### config.mk
export PLATFORM = sky130hd
export DESIGN_NAME = ps2_key_decoder_flat
export DESIGN_NICKNAME = d
export VERILOG_FILES = /design/src/rtl/ps2_key_decoder_if.sv /design/src/rtl/ps2_key_decoder.sv /design/src/flat_wrapper.sv
export SDC_FILE = /design/constraint.sdc
export NUM_CORES = 1
export LEC_CHECK = 0
export BUFFER_PORTS_ARGS = -buffer_cell sky130_fd_sc_hd__buf_2
export CAP_MARGIN = 10
export CORE_MARGIN = 1
export CORE_UTILIZATION = 50
export CTS_BUF_LIST = sky130_fd_sc_hd__clkbuf_8
export DETAILED_ROUTE_END_ITERATION = 7
export GPL_TIMING_DRIVEN = 0
export PLACE_DENSITY_LB_ADDON = 0.15
export SYNTH_ARGS = -nofsm -noshare
export SYNTH_HDL_FRONTEND = slang
export SYNTH_SLANG_ARGS = --single-unit
### constraint.sdc
create_clock -name clk -period 3 [get_ports clk]
set_input_delay 0.3 -clock clk [delete_from_list [all_inputs] [get_ports clk]]
set_output_delay 0.3 -clock clk [all_outputs]
set_load 0.02 [all_outputs]
### src/rtl/ps2_key_decoder_if.sv
// ps2_key_decoder_if: PS/2 line inputs plus decoded key levels and receive status.
// Rev 1.0
`default_nettype none

interface ps2_key_decoder_if;
  logic       ps2_clk;
  logic       ps2_dat;
  logic       move_up;
  logic       move_down;
  logic       move_left;
  logic       move_right;
  logic       place;
  logic       jump;
  logic       go;
  logic [7:0] rx_code;
  logic       rx_valid;
  logic       frame_err;

  modport master (
    output ps2_clk, ps2_dat,
    input  move_up, move_down, move_left, move_right, place, jump, go,
    input  rx_code, rx_valid, frame_err
  );

  modport slave (
    input  ps2_clk, ps2_dat,
    output move_up, move_down, move_left, move_right, place, jump, go,
    output rx_code, rx_valid, frame_err
  );
endinterface

`default_nettype wire

### src/rtl/ps2_key_decoder.sv
// ps2_key_decoder: PS/2 frame receiver with make/break/E0 decoding into held key levels.
// Optional macro WASD_ALIAS_EN folds W/S/A/D into the move outputs. Rev 1.0
`default_nettype none

module ps2_key_decoder #(
  parameter int TIMEOUT_CYC = 50000,
  parameter int CNT_W       = 16
) (
  input  logic              clk,
  input  logic              reset_n,
  ps2_key_decoder_if.slave  bus
);

  localparam logic [CNT_W-1:0] TO_LAST = CNT_W'(TIMEOUT_CYC - 1);
  localparam logic [CNT_W-1:0] TO_MAX  = CNT_W'(TIMEOUT_CYC);

  typedef enum logic [1:0] {
    IDLE    = 2'd0,
    EXT     = 2'd1,
    BRK     = 2'd2,
    EXT_BRK = 2'd3
  } state_t;

  // Synchronisers idle high so release from reset never looks like a falling edge.
  logic [2:0] clk_sync;
  logic [1:0] dat_sync;

  always_ff @(posedge clk or negedge reset_n) begin
    if (!reset_n) begin
      clk_sync <= 3'b111;
      dat_sync <= 2'b11;
    end else begin
      clk_sync <= {clk_sync[1:0], bus.ps2_clk};
      dat_sync <= {dat_sync[0], bus.ps2_dat};
    end
  end

  logic        fall;
  logic [10:0] frame;
  logic        frame_ok;
  logic [9:0]  shift;
  logic [3:0]  bit_cnt;
  logic [CNT_W-1:0] to_cnt;
  logic [7:0]  rx_code;
  logic        rx_valid;
  logic        frame_err;
  logic        bad_frame;

  assign fall     = clk_sync[2] & ~clk_sync[1];
  assign frame    = {dat_sync[1], shift};
  assign frame_ok = ~frame[0] & frame[10] & (^frame[9:1]);

  always_ff @(posedge clk or negedge reset_n) begin
    if (!reset_n) begin
      shift     <= '0;
      bit_cnt   <= '0;
      to_cnt    <= '0;
      rx_code   <= 8'h00;
      rx_valid  <= 1'b0;
      frame_err <= 1'b0;
      bad_frame <= 1'b0;
    end else begin
      rx_valid  <= 1'b0;
      frame_err <= 1'b0;
      bad_frame <= 1'b0;
      if (fall) begin
        to_cnt <= '0;
        shift  <= {dat_sync[1], shift[9:1]};
        if (bit_cnt == 4'd10) begin
          bit_cnt <= '0;
          if (frame_ok) begin
            rx_code  <= frame[8:1];
            rx_valid <= 1'b1;
          end else begin
            frame_err <= 1'b1;
            bad_frame <= 1'b1;
          end
        end else begin
          bit_cnt <= bit_cnt + 4'd1;
        end
      end else if (bit_cnt != 4'd0) begin
        if (to_cnt == TO_LAST) begin
          to_cnt    <= TO_MAX;
          bit_cnt   <= '0;
          frame_err <= 1'b1;
        end else if (to_cnt != TO_MAX) begin
          to_cnt <= to_cnt + 1'b1;
        end
      end
    end
  end

  state_t state;
  state_t state_nxt;
  logic   do_make;
  logic   do_break;
  logic   is_ext;

  always_ff @(posedge clk or negedge reset_n) begin
    if (!reset_n) begin
      state <= IDLE;
    end else if (bad_frame) begin
      state <= IDLE;
    end else begin
      state <= state_nxt;
    end
  end

  always_comb begin
    state_nxt = state;
    do_make   = 1'b0;
    do_break  = 1'b0;
    is_ext    = 1'b0;
    if (rx_valid) begin
      case (state)
        IDLE: begin
          if (rx_code == 8'hE0)      state_nxt = EXT;
          else if (rx_code == 8'hF0) state_nxt = BRK;
          else begin
            state_nxt = IDLE;
            do_make   = 1'b1;
          end
        end
        EXT: begin
          if (rx_code == 8'hF0)      state_nxt = EXT_BRK;
          else if (rx_code == 8'hE0) state_nxt = EXT;
          else begin
            state_nxt = IDLE;
            do_make   = 1'b1;
            is_ext    = 1'b1;
          end
        end
        BRK: begin
          state_nxt = IDLE;
          if (rx_code != 8'hE0 && rx_code != 8'hF0) do_break = 1'b1;
        end
        EXT_BRK: begin
          state_nxt = IDLE;
          if (rx_code != 8'hE0 && rx_code != 8'hF0) begin
            do_break = 1'b1;
            is_ext   = 1'b1;
          end
        end
        default: state_nxt = IDLE;
      endcase
    end
  end

  logic up_arrow, down_arrow, left_arrow, right_arrow;
  logic place_key, jump_key, go_key;
`ifdef WASD_ALIAS_EN
  logic w_key, s_key, a_key, d_key;
`endif

  always_ff @(posedge clk or negedge reset_n) begin
    if (!reset_n) begin
      up_arrow    <= 1'b0;
      down_arrow  <= 1'b0;
      left_arrow  <= 1'b0;
      right_arrow <= 1'b0;
      place_key   <= 1'b0;
      jump_key    <= 1'b0;
      go_key      <= 1'b0;
`ifdef WASD_ALIAS_EN
      w_key       <= 1'b0;
      s_key       <= 1'b0;
      a_key       <= 1'b0;
      d_key       <= 1'b0;
`endif
    end else if (do_make || do_break) begin
      if (is_ext) begin
        case (rx_code)
          8'h75:   up_arrow    <= do_make;
          8'h72:   down_arrow  <= do_make;
          8'h6B:   left_arrow  <= do_make;
          8'h74:   right_arrow <= do_make;
          default: ;
        endcase
      end else begin
        // Base 75 is keypad 8 and deliberately falls through to default.
        case (rx_code)
          8'h29:   place_key <= do_make;
          8'h3B:   jump_key  <= do_make;
          8'h5A:   go_key    <= do_make;
`ifdef WASD_ALIAS_EN
          8'h1D:   w_key     <= do_make;
          8'h1B:   s_key     <= do_make;
          8'h1C:   a_key     <= do_make;
          8'h23:   d_key     <= do_make;
`endif
          default: ;
        endcase
      end
    end
  end

`ifdef WASD_ALIAS_EN
  assign bus.move_up    = up_arrow    | w_key;
  assign bus.move_down  = down_arrow  | s_key;
  assign bus.move_left  = left_arrow  | a_key;
  assign bus.move_right = right_arrow | d_key;
`else
  assign bus.move_up    = up_arrow;
  assign bus.move_down  = down_arrow;
  assign bus.move_left  = left_arrow;
  assign bus.move_right = right_arrow;
`endif
  assign bus.place      = place_key;
  assign bus.jump       = jump_key;
  assign bus.go         = go_key;
  assign bus.rx_code    = rx_code;
  assign bus.rx_valid   = rx_valid;
  assign bus.frame_err  = frame_err;

endmodule

`default_nettype wire

### src/flat_wrapper.sv
// flat-port wrapper written by rule: the top's interface ports become plain ports
module ps2_key_decoder_flat 
#(
  parameter int TIMEOUT_CYC = 50000,
  parameter int CNT_W       = 16
)
  (clk, reset_n, bus_ps2_clk, bus_ps2_dat, bus_move_up, bus_move_down, bus_move_left, bus_move_right, bus_place, bus_jump, bus_go, bus_rx_code, bus_rx_valid, bus_frame_err);
  ps2_key_decoder_if bus_i ();
  input  logic clk;
  input  logic reset_n;
  input wire logic [$bits(bus_i.ps2_clk)-1:0] bus_ps2_clk;
  input wire logic [$bits(bus_i.ps2_dat)-1:0] bus_ps2_dat;
  output wire logic [$bits(bus_i.move_up)-1:0] bus_move_up;
  output wire logic [$bits(bus_i.move_down)-1:0] bus_move_down;
  output wire logic [$bits(bus_i.move_left)-1:0] bus_move_left;
  output wire logic [$bits(bus_i.move_right)-1:0] bus_move_right;
  output wire logic [$bits(bus_i.place)-1:0] bus_place;
  output wire logic [$bits(bus_i.jump)-1:0] bus_jump;
  output wire logic [$bits(bus_i.go)-1:0] bus_go;
  output wire logic [$bits(bus_i.rx_code)-1:0] bus_rx_code;
  output wire logic [$bits(bus_i.rx_valid)-1:0] bus_rx_valid;
  output wire logic [$bits(bus_i.frame_err)-1:0] bus_frame_err;
  assign bus_i.ps2_clk = bus_ps2_clk;
  assign bus_i.ps2_dat = bus_ps2_dat;
  assign bus_move_up = bus_i.move_up;
  assign bus_move_down = bus_i.move_down;
  assign bus_move_left = bus_i.move_left;
  assign bus_move_right = bus_i.move_right;
  assign bus_place = bus_i.place;
  assign bus_jump = bus_i.jump;
  assign bus_go = bus_i.go;
  assign bus_rx_code = bus_i.rx_code;
  assign bus_rx_valid = bus_i.rx_valid;
  assign bus_frame_err = bus_i.frame_err;
  ps2_key_decoder #(.TIMEOUT_CYC(TIMEOUT_CYC), .CNT_W(CNT_W)) u_core (.clk(clk), .reset_n(reset_n), .bus(bus_i));
endmodule
==> run summary <==
Outcome - finished clean
R2R cell count - 8
Async set or reset register ratio after synthesis - 1.00
Routability cong. - 0.817
Maximum clock path buffer count - 2
Post-layout min period - 2.48 ns
CP max stage cell - nor3b_1
Initial antenna violation count - 0
WL final - 4.88 mm
Final ANT Viol Nets - 0
Max Cap Violations - 0
Clock transition at path regs - 0.09 ns
Die W - 74.7 um
Initial core utilization - 0.518
Pre-CTS setup slack - 0.558 ns
Synth Net Count - 270
Ant. Diodes - 0
Vias in the first global route - 1812
Num CTS Buffers - 5
Number of post-CTS setup repair buffers - 0
Worst r2r dst - u_core.to_cnt[10]
Critical Path RT - 3.19 ns
Final WS setup - 0.524 ns
Drt drc - 0
Die height - 74.7 um
Worst vdd ir - 336 uV
Distinct cells, synth - 41
Worst skew pair latency - 0.30 ns
Vias - 1941
Max transition margin - 0.362
Arrival @ worst endpoint - 2.67 ns
Flop2flop setup slack - 0.52 ns
RSZ-0062 raised after global routing - false
Final hold slack - 0.0272 ns
Die ar. - 5580 um2
CP Capture Type - register
Post-DP HPWL - 3.42 mm
Mapped Area - 2640 um2
Final Hold Fails - 0
GRT Total Usage - 0.200
Sequential-to-total area share from yosys stat - 0.523
Setup violators final - 0
Nets - 297
Setup crit start kind - register
Fill cells - 454
# hold bufs at CTS - 0
Post-Layout Cell Count - 359
Setup TNS Final - 0 ns
Synth Flop Type - dfrtp_1
Max FO, Critical Path - 10
First-pass detailed-route iteration total - 4
CTS sink cnt - 55
Routed wire per std cell - 13.6 um
Largest net degree at the start of global routing - 56
CTS tree - yes
FP Rows - 26
First-pass GRT wire length - 8.36 mm
Clock root buffer - clkbuf_8
F_max - 404 MHz
Syn_area_per_cell - 10.1 um2
CP peak stage delay - 0.77 ns
Share of layout cells above drive strength 1 - 0.152
Crit Path Class - reg2reg
DRC marker count from the first detailed-route iteration - 92
Synth-to-Final Area Change - 11.2%
Port buffer count - 20
I/O pins - 21
CP cell instances - inv_1 -> ha_1 -> nor3b_1 -> nand2_1 -> clkbuf_1 -> nand4_1 -> xor2_1 -> nor2_1
Core box area - 5110 um2
Reg2reg start - u_core.bit_cnt[0]
Tcrit/Tclk final - 0.825
Leakage - 1.43 nW
PostCTS Resize Cnt - 0
Mapped Cells - 261
Worst-Margin Slew - 0.955 ns
Max-slew violations - 0
Setup crit start - u_core.bit_cnt[0]
Post-synth EDFFs - 0
H-tree levels - 2
Hold Path Class - in2async
Synth Warn # - 0
Vias per cell - 5.41
DP Cell Count - 351
#FFs+latches synth - 55
Power per cell area - 575 nW/um2
Worst Skew - 0.00564 ns
Remaining Overflow, GRT - 0
## per-layer routing
metal / global-route usage / up-vias / share of wire
met5: 0 / - / 0
met4: 0.0755 / 0 / 0.016
met3: 0.0495 / 8 / 0.033
met2: 0.323 / 36 / 0.47
met1: 0.261 / 939 / 0.49
li1: - / 958 / -
## worst max-delay path by stage
stage	to	slack, ns	depth (start not counted)
after global placement	u_core.to_cnt[10]	0.55	8
after CTS	u_core.to_cnt[10]	0.53	8
after floorplan	u_core.bus.rx_code[0]	1.04	6
after global routing	u_core.to_cnt[13]	0.26	8
final	u_core.to_cnt[10]	0.52	8
after detailed placement	u_core.to_cnt[10]	0.56	8
## per-stage QoR
| stage | util | power (W) | instance area, um2 |
|---|---|---|---|
| final | 0.576 | 0.00169 | 2940 |
| after global routing | 0.576 | 0.00179 | 2940 |
| after CTS | 0.575 | 0.00171 | 2940 |
| after detailed placement | 0.554 | 0.00124 | 2830 |
| after global placement | 0.554 | 0.00123 | 2830 |
| after floorplan | - | 0.00114 | 2640 |
## power breakdown
part | switching (W) | total (W) | leakage, nW | internal (W)
Clock | 0.000227 | 0.000470 | 0.0607 | 0.000243
Sequential | 0.0000888 | 0.000906 | 0.735 | 0.000818
Combinational | 0.000176 | 0.000314 | 0.632 | 0.000138
Total | 0.000491 | 0.00169 | 1.43 | 0.00120
## cells by family after synthesis
logic type | synth area share
and+or+nand+nor | 0.230
DFF | 0.523
AOI/OAI and AO/OA | 0.0729
buffers and inverters | 0.0350
xor gates and xnor gates | 0.0582
muxes | 0.0568
adders and majority gates | 0.0237
## critical path, delay by kind of cell, from the launching register on
kind,cells,cell delay (ns)
flops,1,0.41
xor+xnor,1,0.16
fa+ha+maj,1,0.16
buf+inv,2,0.40
simple gates,4,1.23
## flip-flops by register name, indices dropped and copies added (netlist names), 2 cells and up
register,cells
u_core.bit_cnt,4
u_core.bus.rx_code,8
u_core.clk_sync,3
u_core.dat_sync,2
u_core.shift,10
u_core.state,2
u_core.to_cnt,16
## layout by cell type, fill, tap and decap left out, types with 4 or more instances in the layout
master    instances
ha_1              5
nor4_1            6
clkbuf_1          6
xnor2_1           4
o211ai_1          4
nor2_1           21
a21oi_1           5
inv_1            15
dfrtp_1          50
dfstp_2           5
o21ai_0           9
xor2_1           11
buf_2            21
mux2_4            8
clkbuf_8          5
nand4_1          12
nand3_1          14
nand2_1          47
## cells in the mapped netlist (all sizes together) (4+ instances only)
cell type / instances / area share
xor2: 11 / 0.036
mux2: 8 / 0.045
nand3: 14 / 0.027
o21ai: 9 / 0.017
dfrtp: 50 / 0.47
nor4: 6 / 0.014
inv: 13 / 0.018
o211ai: 4 / 0.011
nand4: 12 / 0.028
dfstp: 5 / 0.050
nand2: 47 / 0.067
clkbuf: 6 / 0.0085
nor2: 21 / 0.030
a21oi: 5 / 0.0095
xnor2: 4 / 0.013
ha: 5 / 0.024
## cell type report
| type | count | area (um2) | share of cell area |
|---|---|---|---|
| buffer | 9 | 43.8 | 0.0149 |
| tap | 70 | 87.6 | 0.0298 |
| clock buffer | 5 | 68.8 | 0.0234 |
| timing repair buffer | 20 | 103 | 0.0349 |
| clock inverter | 3 | 37.5 | 0.0128 |
| inverter | 13 | 48.8 | 0.0166 |
| sequential | 55 | 1380 | 0.470 |
| multi-input combinational | 184 | 1170 | 0.397 |
(Power assumes the default switching activity.)
